===== config.mk =====
export PLATFORM = sky130hd
export DESIGN_NAME = audio_i2s_adc_rx_flat
export DESIGN_NICKNAME = d
export VERILOG_FILES = /design/src/rtl/audio_pkg.sv /design/src/rtl/audio_i2s_adc_rx_if.sv /design/src/rtl/audio_sample_fifo.sv /design/src/rtl/audio_i2s_adc_rx.sv /design/src/flat_wrapper.sv
export SDC_FILE = /design/constraint.sdc
export NUM_CORES = 1
export LEC_CHECK = 0
export BUFFER_PORTS_ARGS = -buffer_cell sky130_fd_sc_hd__buf_2
export CORE_AREA = 2 2 267 137
export CTS_CLUSTER_SIZE = 10
export DETAILED_ROUTE_END_ITERATION = 6
export DIE_AREA = 0 0 269 139
export GPL_ROUTABILITY_DRIVEN = 0
export PLACE_DENSITY = 0.57
export SLEW_MARGIN = 20
export SYNTH_ARGS = -nofsm -noshare
export SYNTH_HDL_FRONTEND = slang
export SYNTH_SLANG_ARGS = --single-unit

===== constraint.sdc =====
create_clock -name clk_clk -period 2.8 [get_ports clk_clk]
set_input_delay 0.14 -clock clk_clk [delete_from_list [all_inputs] [get_ports clk_clk]]
set_output_delay 0.14 -clock clk_clk [all_outputs]
set_load 0.1 [all_outputs]

===== src/rtl/audio_pkg.sv =====
// Shared audio definitions for the codec serial link (ADC capture and DAC transmit paths).
package audio_pkg;

    // Native sample width of the audio datapath
    localparam int AUDIO_DATA_W = 24;

    // LRCK level that identifies each channel slot
    localparam logic I2S_CH_LEFT  = 1'b0;
    localparam logic I2S_CH_RIGHT = 1'b1;

    // Capture shifter states
    typedef enum logic [1:0] {
        RX_IDLE  = 2'd0,
        RX_SHIFT = 2'd1,
        RX_WAIT  = 2'd2
    } rx_state_e;

    // One stereo sample pair, left word in the upper half
    typedef struct packed {
        logic [AUDIO_DATA_W-1:0] left;
        logic [AUDIO_DATA_W-1:0] right;
    } stereo_pair_t;

endpackage


===== src/rtl/audio_i2s_adc_rx_if.sv =====
// Stereo sample stream from the capture block towards the processing side.
interface audio_i2s_adc_rx_if #(
    parameter int DATA_W = 24
) ();

    logic [DATA_W-1:0] sample_left;
    logic [DATA_W-1:0] sample_right;
    logic              sample_valid;
    logic              sample_ready;

    modport master (
        output sample_left,
        output sample_right,
        output sample_valid,
        input  sample_ready
    );

    modport slave (
        input  sample_left,
        input  sample_right,
        input  sample_valid,
        output sample_ready
    );

endinterface


===== src/rtl/audio_sample_fifo.sv =====
// Show-ahead synchronous FIFO holding stereo pairs; a push into a full FIFO is
// only accepted when a pop frees a slot in the same cycle.
module audio_sample_fifo #(
    parameter  int WIDTH = 48,
    parameter  int DEPTH = 4,
    localparam int PTR_W = $clog2(DEPTH),
    localparam int LVL_W = PTR_W + 1
) (
    input  logic             clk_i,
    input  logic             rst_ni,
    input  logic             push_i,
    input  logic [WIDTH-1:0] wdata_i,
    input  logic             pop_i,
    output logic [WIDTH-1:0] rdata_o,
    output logic [LVL_W-1:0] level_o,
    output logic             full_o,
    output logic             empty_o
);

    logic [WIDTH-1:0] mem_q [DEPTH];
    logic [PTR_W-1:0] wptr_q;
    logic [PTR_W-1:0] rptr_q;
    logic [LVL_W-1:0] level_q;
    logic             do_push;
    logic             do_pop;

    assign full_o  = (level_q == LVL_W'(DEPTH));
    assign empty_o = (level_q == '0);
    assign do_pop  = pop_i & ~empty_o;
    assign do_push = push_i & (~full_o | do_pop);
    assign level_o = level_q;
    assign rdata_o = empty_o ? '0 : mem_q[rptr_q];

    // Pointer and occupancy bookkeeping; pointers wrap naturally at DEPTH
    always_ff @(posedge clk_i or negedge rst_ni) begin
        if (!rst_ni) begin
            wptr_q  <= '0;
            rptr_q  <= '0;
            level_q <= '0;
        end else begin
            if (do_push) wptr_q <= wptr_q + PTR_W'(1);
            if (do_pop)  rptr_q <= rptr_q + PTR_W'(1);
            case ({do_push, do_pop})
                2'b10:   level_q <= level_q + LVL_W'(1);
                2'b01:   level_q <= level_q - LVL_W'(1);
                default: level_q <= level_q;
            endcase
        end
    end

    // Storage array, written only on an accepted push
    always_ff @(posedge clk_i) begin
        if (do_push) mem_q[wptr_q] <= wdata_i;
    end

endmodule


===== src/rtl/audio_i2s_adc_rx.sv =====
// I2S ADC capture: synchronises the codec pins, shifts left/right words MSB first,
// pairs them (pairs always start with a left word) and queues pairs in a FIFO.
module audio_i2s_adc_rx
    import audio_pkg::*;
#(
    parameter  int DATA_W     = 24,
    parameter  int FIFO_DEPTH = 4,
    localparam int LVL_W      = $clog2(FIFO_DEPTH) + 1
) (
    input  logic                 clk_clk,
    input  logic                 reset_reset_n,
    input  logic                 enable,
    input  logic                 audio_BCLK,
    input  logic                 audio_ADCLRCK,
    input  logic                 audio_ADCDAT,
    audio_i2s_adc_rx_if.master   smp,
    output logic [LVL_W-1:0]     fifo_level,
    output logic                 overflow,
    input  logic                 overflow_clr
);

    localparam int                CNT_W    = $clog2(DATA_W + 1);
    localparam logic [CNT_W-1:0]  LAST_CNT = CNT_W'(DATA_W - 1);
    localparam logic [DATA_W-1:0] MSB_ONLY = DATA_W'(1) << (DATA_W - 1);

    logic              bclk_meta_q, bclk_s_q, bclk_q;
    logic              lrck_meta_q, lrck_s_q, lrck_q;
    logic              dat_meta_q, dat_s_q;
    logic              rise;
    logic              lrck_edge;

    rx_state_e         state_q;
    logic              chan_q;
    logic [CNT_W-1:0]  bit_cnt_q;
    logic [DATA_W-1:0] shreg_q;
    logic [DATA_W-1:0] shreg_d;
    logic [DATA_W-1:0] bit_mask;

    logic              commit_q;
    logic              commit_chan_q;
    logic [DATA_W-1:0] word_q;

    logic [DATA_W-1:0]   left_hold_q;
    logic                left_ok_q;
    logic                push_q;
    logic [2*DATA_W-1:0] pair_q;

    logic [2*DATA_W-1:0] fifo_rdata;
    logic                fifo_full;
    logic                fifo_empty;
    logic                pop;

    // Two-flop synchronisers for the codec pins plus the BCLK history flop
    always_ff @(posedge clk_clk or negedge reset_reset_n) begin
        if (!reset_reset_n) begin
            bclk_meta_q <= 1'b0;
            bclk_s_q    <= 1'b0;
            bclk_q      <= 1'b0;
            lrck_meta_q <= 1'b0;
            lrck_s_q    <= 1'b0;
            dat_meta_q  <= 1'b0;
            dat_s_q     <= 1'b0;
        end else begin
            bclk_meta_q <= audio_BCLK;
            bclk_s_q    <= bclk_meta_q;
            bclk_q      <= bclk_s_q;
            lrck_meta_q <= audio_ADCLRCK;
            lrck_s_q    <= lrck_meta_q;
            dat_meta_q  <= audio_ADCDAT;
            dat_s_q     <= dat_meta_q;
        end
    end

    assign rise      = bclk_s_q & ~bclk_q;
    assign lrck_edge = (lrck_s_q != lrck_q);

    // Words are built MSB first into a cleared register, so a short slot ends
    // up left-justified with zero LSBs without any final realignment
    assign bit_mask = MSB_ONLY >> bit_cnt_q;
    assign shreg_d  = dat_s_q ? (shreg_q | bit_mask) : shreg_q;

    // Capture FSM: steps on BCLK rises and hands finished words to the pairing stage
    always_ff @(posedge clk_clk or negedge reset_reset_n) begin
        if (!reset_reset_n) begin
            state_q       <= RX_IDLE;
            chan_q        <= I2S_CH_LEFT;
            bit_cnt_q     <= '0;
            shreg_q       <= '0;
            lrck_q        <= 1'b0;
            commit_q      <= 1'b0;
            commit_chan_q <= I2S_CH_LEFT;
            word_q        <= '0;
        end else begin
            commit_q <= 1'b0;
            if (rise) lrck_q <= lrck_s_q;
            if (!enable) begin
                state_q   <= RX_IDLE;
                bit_cnt_q <= '0;
                shreg_q   <= '0;
            end else if (rise) begin
                case (state_q)
                    RX_IDLE: begin
                        if (lrck_edge) begin
                            state_q   <= RX_SHIFT;
                            chan_q    <= lrck_s_q;
                            bit_cnt_q <= '0;
                            shreg_q   <= '0;
                        end
                    end
                    RX_SHIFT: begin
                        if (lrck_edge) begin
                            word_q        <= shreg_d;
                            commit_chan_q <= chan_q;
                            commit_q      <= 1'b1;
                            chan_q        <= lrck_s_q;
                            bit_cnt_q     <= '0;
                            shreg_q       <= '0;
                        end else begin
                            shreg_q   <= shreg_d;
                            bit_cnt_q <= bit_cnt_q + CNT_W'(1);
                            if (bit_cnt_q == LAST_CNT) begin
                                word_q        <= shreg_d;
                                commit_chan_q <= chan_q;
                                commit_q      <= 1'b1;
                                state_q       <= RX_WAIT;
                            end
                        end
                    end
                    RX_WAIT: begin
                        if (lrck_edge) begin
                            state_q   <= RX_SHIFT;
                            chan_q    <= lrck_s_q;
                            bit_cnt_q <= '0;
                            shreg_q   <= '0;
                        end
                    end
                    default: state_q <= RX_IDLE;
                endcase
            end
        end
    end

    // Pairing: hold a left word until its right partner arrives; orphan rights are dropped
    always_ff @(posedge clk_clk or negedge reset_reset_n) begin
        if (!reset_reset_n) begin
            left_hold_q <= '0;
            left_ok_q   <= 1'b0;
            push_q      <= 1'b0;
            pair_q      <= '0;
        end else begin
            push_q <= 1'b0;
            if (!enable) begin
                left_ok_q <= 1'b0;
            end else if (commit_q) begin
                if (commit_chan_q == I2S_CH_LEFT) begin
                    left_hold_q <= word_q;
                    left_ok_q   <= 1'b1;
                end else if (left_ok_q) begin
                    push_q    <= 1'b1;
                    pair_q    <= {left_hold_q, word_q};
                    left_ok_q <= 1'b0;
                end
            end
        end
    end

    assign pop = ~fifo_empty & smp.sample_ready;

    audio_sample_fifo #(
        .WIDTH (2 * DATA_W),
        .DEPTH (FIFO_DEPTH)
    ) u_fifo (
        .clk_i   (clk_clk),
        .rst_ni  (reset_reset_n),
        .push_i  (push_q),
        .wdata_i (pair_q),
        .pop_i   (pop),
        .rdata_o (fifo_rdata),
        .level_o (fifo_level),
        .full_o  (fifo_full),
        .empty_o (fifo_empty)
    );

    assign smp.sample_valid = ~fifo_empty;
    assign smp.sample_left  = fifo_rdata[2*DATA_W-1:DATA_W];
    assign smp.sample_right = fifo_rdata[DATA_W-1:0];

    // Sticky overflow: a dropped pair wins over a simultaneous clear request
    always_ff @(posedge clk_clk or negedge reset_reset_n) begin
        if (!reset_reset_n) begin
            overflow <= 1'b0;
        end else if (push_q & fifo_full & ~pop) begin
            overflow <= 1'b1;
        end else if (overflow_clr) begin
            overflow <= 1'b0;
        end
    end

endmodule


===== src/flat_wrapper.sv =====
// flat-port wrapper written by rule: the top's interface ports become plain ports
module audio_i2s_adc_rx_flat import audio_pkg::*;
#(
    parameter  int DATA_W     = 24,
    parameter  int FIFO_DEPTH = 4,
    localparam int LVL_W      = $clog2(FIFO_DEPTH) + 1
)
  (clk_clk, reset_reset_n, enable, audio_BCLK, audio_ADCLRCK, audio_ADCDAT, fifo_level, overflow, overflow_clr, smp_sample_left, smp_sample_right, smp_sample_valid, smp_sample_ready);
  audio_i2s_adc_rx_if #(.DATA_W(DATA_W)) smp_i ();
  input  logic clk_clk;
  input  logic reset_reset_n;
  input  logic enable;
  input  logic audio_BCLK;
  input  logic audio_ADCLRCK;
  input  logic audio_ADCDAT;
  output logic [LVL_W-1:0] fifo_level;
  output logic overflow;
  input  logic overflow_clr;
  output wire logic [$bits(smp_i.sample_left)-1:0] smp_sample_left;
  output wire logic [$bits(smp_i.sample_right)-1:0] smp_sample_right;
  output wire logic [$bits(smp_i.sample_valid)-1:0] smp_sample_valid;
  input wire logic [$bits(smp_i.sample_ready)-1:0] smp_sample_ready;
  assign smp_sample_left = smp_i.sample_left;
  assign smp_sample_right = smp_i.sample_right;
  assign smp_sample_valid = smp_i.sample_valid;
  assign smp_i.sample_ready = smp_sample_ready;
  audio_i2s_adc_rx #(.DATA_W(DATA_W), .FIFO_DEPTH(FIFO_DEPTH)) u_core (.clk_clk(clk_clk), .reset_reset_n(reset_reset_n), .enable(enable), .audio_BCLK(audio_BCLK), .audio_ADCLRCK(audio_ADCLRCK), .audio_ADCDAT(audio_ADCDAT), .smp(smp_i), .fifo_level(fifo_level), .overflow(overflow), .overflow_clr(overflow_clr));
endmodule

Word-level counts from Yosys, hierarchy flattened:

Memory sizes are Yosys's and may differ from the RTL's.
Cells that the tools add are included.
W data, S select, Z words.

* bits in registers: 148
* bits in writable memories: 192
* input port bits: 8
* output and inout port bits: 53
* memories kept: 1

Memory list
* u_core.u_fifo.mem_q: depth 4, bits a word 48, read ports 1, clocked after Yosys merged registers in 0, write ports 1, line audio_sample_fifo.sv:20 `logic [WIDTH-1:0] mem_q [DEPTH];`

* add/subtract/negate cells: 5
* equality and inequality tests: 13
* shifts and indexed selects: 1
* multiplexer cells: 39
* bitwise operators: 13
* reduce and logical (&&, ||, !) cells: 13

Operators by type and width (count)
* $mux W24: 7
* $mux W48: 1
* $pmux W24 S2: 1
* $or A24 B24 Y24: 1
* $shr A24 B5 Y24 const A: 1
* $mux W5: 4
* $mux W1: 18
* $reduce_and A4 Y1: 4
* $mux W2: 5
* $pmux W5 S2: 1
* $ne A3 B2 Y1 const B: 3
* $and A1 B1 Y1: 6
* $pmux W3 S2: 1
* $reduce_and A3 Y1: 2
* $reduce_bool A2 Y1: 3
* $add A5 B1 Y5 const B: 1
* $eq A5 B5 Y1 const B: 1
* $not A1 Y1: 5
* $add A2 B1 Y2 const B: 2
* $eq A2 B1 Y1 const B: 2
* $eq A2 B2 Y1 const B: 2
* $ne A2 B1 Y1 const B: 2
* $pmux W2 S2: 1
* $add A3 B1 Y3 const B: 1
* 9 further kinds: 9

Longest topological paths before layout:

* depth in word-level cells: 8
* gate-level depth with buffers: 9
* depth with buffers taken out: 8

By module:

Synthesis repeated with hierarchy kept, for this count alone.

* cells, all modules: 876
* area total of the unflattened synthesis: 13285.2 um2

Modules (own cells, without submodules)
* audio_sample_fifo: times used 1, cells each 343, area each 7683.6 um2
* audio_i2s_adc_rx: times used 1, cells each 533, area each 5601.6 um2

Least setup slack after synthesis:

Ideal clock, no wire load.

* path kind: register to output
* start point: reg u_core.u_fifo.level_q[1], in the netlist u_core.u_fifo.level_o[1]
* end point: out smp_sample_left[14]
* arrival: 3.239 ns
* data required time: 2.660 ns
* slack: -0.579 ns
* stages on the path, launching flop included: 5
* path buffers: 2
* cell sequence: dfrtp_1 or3_1 clkbuf_1 clkbuf_1 and2_1

* word-level cells in the longest chain between the ends: 2

Ends and longest elaborated chain
* from (decl): line audio_sample_fifo.sv:23 `logic [LVL_W-1:0] level_q;`
* from (signal assigned): line audio_sample_fifo.sv:44 `2'b10: level_q <= level_q + LVL_W'(1);`
* from (signal assigned): line audio_sample_fifo.sv:45 `2'b01: level_q <= level_q - LVL_W'(1);`
* from (signal assigned): line audio_sample_fifo.sv:46 `default: level_q <= level_q;`
* $logic_not A3 Y1: line audio_sample_fifo.sv:28 `assign empty_o = (level_q == '0);`
* $mux W48: line audio_sample_fifo.sv:32 `assign rdata_o = empty_o ? '0 : mem_q[rptr_q];`
* to (decl): line flat_wrapper.sv:19 `output wire logic [$bits(smp_i.sample_left)-1:0] smp_sample_left;`

Every way passes these cells.

Worst setup path in the final report:

* start point: reg u_core.u_fifo.rptr_q[0]
* end point: out smp_sample_left[2]

* word-level cells in the longest chain between the ends: 2

Ends and longest elaborated chain
* from (decl): line audio_sample_fifo.sv:22 `logic [PTR_W-1:0] rptr_q;`
* from (signal assigned): line audio_sample_fifo.sv:42 `if (do_pop) rptr_q <= rptr_q + PTR_W'(1);`
* $mem_v2 Z4 W48
* $mux W48: line audio_sample_fifo.sv:32

Every way passes these cells.

==> results summary <==
The category of the most critical setup path is flip-flop to output pin. The cell taking the most area after synthesis is edfxtp_1. Timing would allow up to approximately 390 MHz.

The run finished with clean final reports. The combined flip-flop and latch cell area came out at between 0.009 and 0.01 mm^2. The post-detailed-route wirelength per cell is ~19 um. 0 antenna diodes ended up in the layout. The number of nets in the synthesized netlist came out at between 900 and 1,000. The total number of clock tree sinks came out at 340. Summing all multi-input logic gate instances after layout gives between 0.003 and 0.004 mm^2.

Dividing total power by cell area gives a power density of around 1200 mW/mm^2. The netlist area before placement is 0.0132 mm^2. The first global-routing pass estimated 45.8 mm of wire. The overall routed net length is approximately 29 mm. The worst setup path is launched from a flip-flop. The HPWL after detailed placement is around 18 mm. The via count is about 7,400. The sequential cell area fraction in the yosys report came out at 0.716. The maximum vdd ir drop is around 1.6 mV. The hold violation total from the final report came out at 0. The worst-case clock skew came out at approximately 0.0079 ns. Summing internal, switching and leakage power gives about 19 mW. The total of hold buffers inserted after clock tree synthesis came out at 7. The number of clock buffers inserted by TritonCTS is 39. The proportion of register bits with asynchronous set or reset after synthesis came out at 0.435. The setup-violating endpoint count in the final report is 0.

On the critical path, the stage with the largest delay is an instance of dfrtp_4. The maximum single-stage delay on the critical path is 0.67 ns. For the worst setup path, the data required time is 2.66 ns.

The transition time of the tightest slew-check pin is 0.751 ns. The initialized floorplan defines 49 standard-cell rows. The core footprint came out at about 0.035 mm^2. The global-route total usage across every layer is 0.161. After synthesis, the cell types taking the most area are edfxtp_1 44%, dfrtp_1 28%, mux4_2 8.2%. Setup repair after global routing left no endpoint under its margin. The smallest hold slack is approximately 0.20 ns. The mean instance size in the synthesized netlist came out at ~15 um^2. The proportion of layout cells with a drive suffix above 1 is 0.217. The via count of the first global-routing pass was 7,441. The static power due to leakage came out at 6.05 nW. The number of enable-type register cells in the synthesized netlist came out at ~190. The critical path data arrival time is between 2 and 2.5 ns. Of the post-synthesis cell area, the dominant cell type holds 0.436. Entering global routing, the biggest net connects 66 pins. The height of the die came out at between 100 and 150 um. The layout overhead on the synthesized area is 19.5%. The count of instances resized after the clock tree is built came out at 0.

The number of DRC markers in iteration 0 is about 700. The class of the worst hold path is input pin to asynchronous set/reset pin. The number of max-cap violations came out at 0. The worst-case clock buffer depth came out at 3. At the later pin of the worst-skew pair, clock insertion delay measures roughly 0.51 ns. The clock tree synthesis step divided the H-tree into 2 levels. The final period utilization came out at 0.926. The warning count from the yosys run is 0. The filler cells instantiated in the layout total slightly above 3,000. The area of the die came out at 0.0374 mm^2. The accumulated negative setup slack came out at 0 ns.

The number of distinct library cells after synthesis is 40. In this run the post-CTS setup repair buffer count came out at 0. The peak fanout along the critical path came out at 17. The initial core utilization is 0.375. The register clock-pin slew on the reported worst setup and hold paths came out at ~0.05 ns. The die width is roughly 270 um.

The worst path needs 2.59 ns of the cycle, external delays included. The flip-flop and latch count after synthesis is 340. The tree is rooted in a clkbuf_16. STA classifies the critical path endpoint as an output pin. The number of antenna violations at the first check in global routing came out at 0. The number of slew-limit violations in the final report came to 0.

The net total in the final layout came out at a little under 1,000. In this run the tool buffered the top-level ports with 60 buffer cells. Among all flip-flop cells after synthesis, the most frequent one is edfxtp_1. The number of remaining DRC errors is 0. Walking the worst path, the cells encountered are buf_4 > mux4_2 > and2_1 > buf_2. The worst slew margin relative to its limit came out at 0.498. TritonCTS built the clock tree.

The via-per-instance ratio is 4.96. The first detailed-routing pass took 5 iterations. The final antenna-violating net count is 0.

The cell count after synthesis came out at about 890. The overall overflow remaining after global route is 0. The number of top-level pins is slightly above 60.
## logic make-up (layout without fill, tap and decap cells)
family,count (synthesis),in the layout,share of synthesized area
mux,75,75,0.105
compound gates,101,101,0.0463
fa+ha+maj,11,11,0.0110
buf+inv,57,171,0.0175
simple gates,295,295,0.0998
xor+xnor,7,7,0.00464
flops,340,340,0.716
## where the power goes
group / total (mW) / internal (mW) / switching (mW)
combinational: 8.21 / 2.42 / 5.78
sequential: 5.80 / 5.43 / 0.369
clock: 4.54 / 2.70 / 1.84
total: 18.6 / 10.6 / 7.99
## placed cells by master, fill, tap and decap left out, types with 3 or more instances in the layout
master         count
a21oi_1           59
or3_1              4
nor2_1            55
buf_2             35
a31oi_1           19
dlygate4sd3_1      7
buf_4             18
xnor2_1            4
dfrtp_1          146
ha_1              10
nand3_1            5
edfxtp_1         192
xor2_1             3
nand2_1          160
inv_1             12
and2_1            42
and2_2            12
mux4_2            48
buf_12            31
clkbuf_1          26
clkbuf_16         41
mux2_2            25
nor2b_1            5
o21ai_0           11
## stage by stage
| stage | instances | area, um^2 | setup slack, ns | util |
|---|---|---|---|---|
| CTS | 1484 | 15800 | 0.142 | 0.448 |
| finish | 1484 | 15800 | 0.206 | 0.448 |
| global route | 1484 | 15800 | 0.0847 | 0.448 |
| detailed placement | 1410 | 14600 | 0.690 | 0.414 |
| global placement | 1410 | 14600 | 0.692 | 0.414 |
| floorplan | 886 | 13200 | -0.0911 | - |
## layer usage
layer  up-vias  global-route usage  wire (um)
li1       3361                   -          -
met1      3782               0.262      14800
met2       192               0.213      11400
met3        28              0.0446       2110
met4         0              0.0246        301
met5         -                   0          0
## state kept, by name, indices dropped and copies added, names as in the netlist, 2 cells and up
| register | flops |
|---|---|
| u_core.bit_cnt_q | 5 |
| u_core.word_q | 24 |
| u_core.pair_q | 48 |
| u_core.left_hold_q | 24 |
| u_core.u_fifo.level_o | 3 |
| u_core.u_fifo.wptr_q | 2 |
| u_core.state_q | 2 |
| u_core.u_fifo.mem_q | 192 |
| u_core.u_fifo.rptr_q | 2 |
| u_core.shreg_q | 24 |
## worst max-delay path: cells and delay by family, from the launching register on
kind                   cells  cell delay, ns
buffers and inverters      2            0.58
flip-flops                 1            0.67
AND/OR/NAND/NOR            1            0.17
multiplexers               1            0.50
## worst paths after layout
| check | to | startpoint | depth (start not counted) | slack, ns |
|---|---|---|---|---|
| worst max-delay path | smp_sample_left[2] | u_core.u_fifo.rptr_q[0] | 4 | 0.21 |
| worst min-delay path | u_core.dat_meta_q | reset_reset_n | 2 | 0.20 |
| worst max register to register | u_core.word_q[15] | u_core.bit_cnt_q[0] | 6 | 0.70 |
| worst min register to register | u_core.bclk_s_q | u_core.bclk_meta_q | 0 | 0.34 |
| max in group asynchronous | u_core.pair_q[0] | reset_reset_n | 3 | 1.77 |
| min in group clk_clk | u_core.dat_meta_q | audio_ADCDAT | 2 | 0.27 |
## cell type report
cell class / count / area share
clock buffer: 67 / 0.0711
inverter: 12 / 0.00285
multi-input combinational: 489 / 0.224
sequential: 340 / 0.600
tap: 484 / 0.0383
timing repair buffer: 92 / 0.0641
## synthesized netlist by cell type (12+ instances only)
cell type  number
buf_2          14
and2_1         54
mux2_2         25
nand2_1       160
inv_1          12
edfxtp_1      192
clkbuf_1       25
a21oi_1        59
nor2_1         55
mux4_2         48
a31oi_1        19
dfrtp_1       148
(Power assumes the default switching activity.)
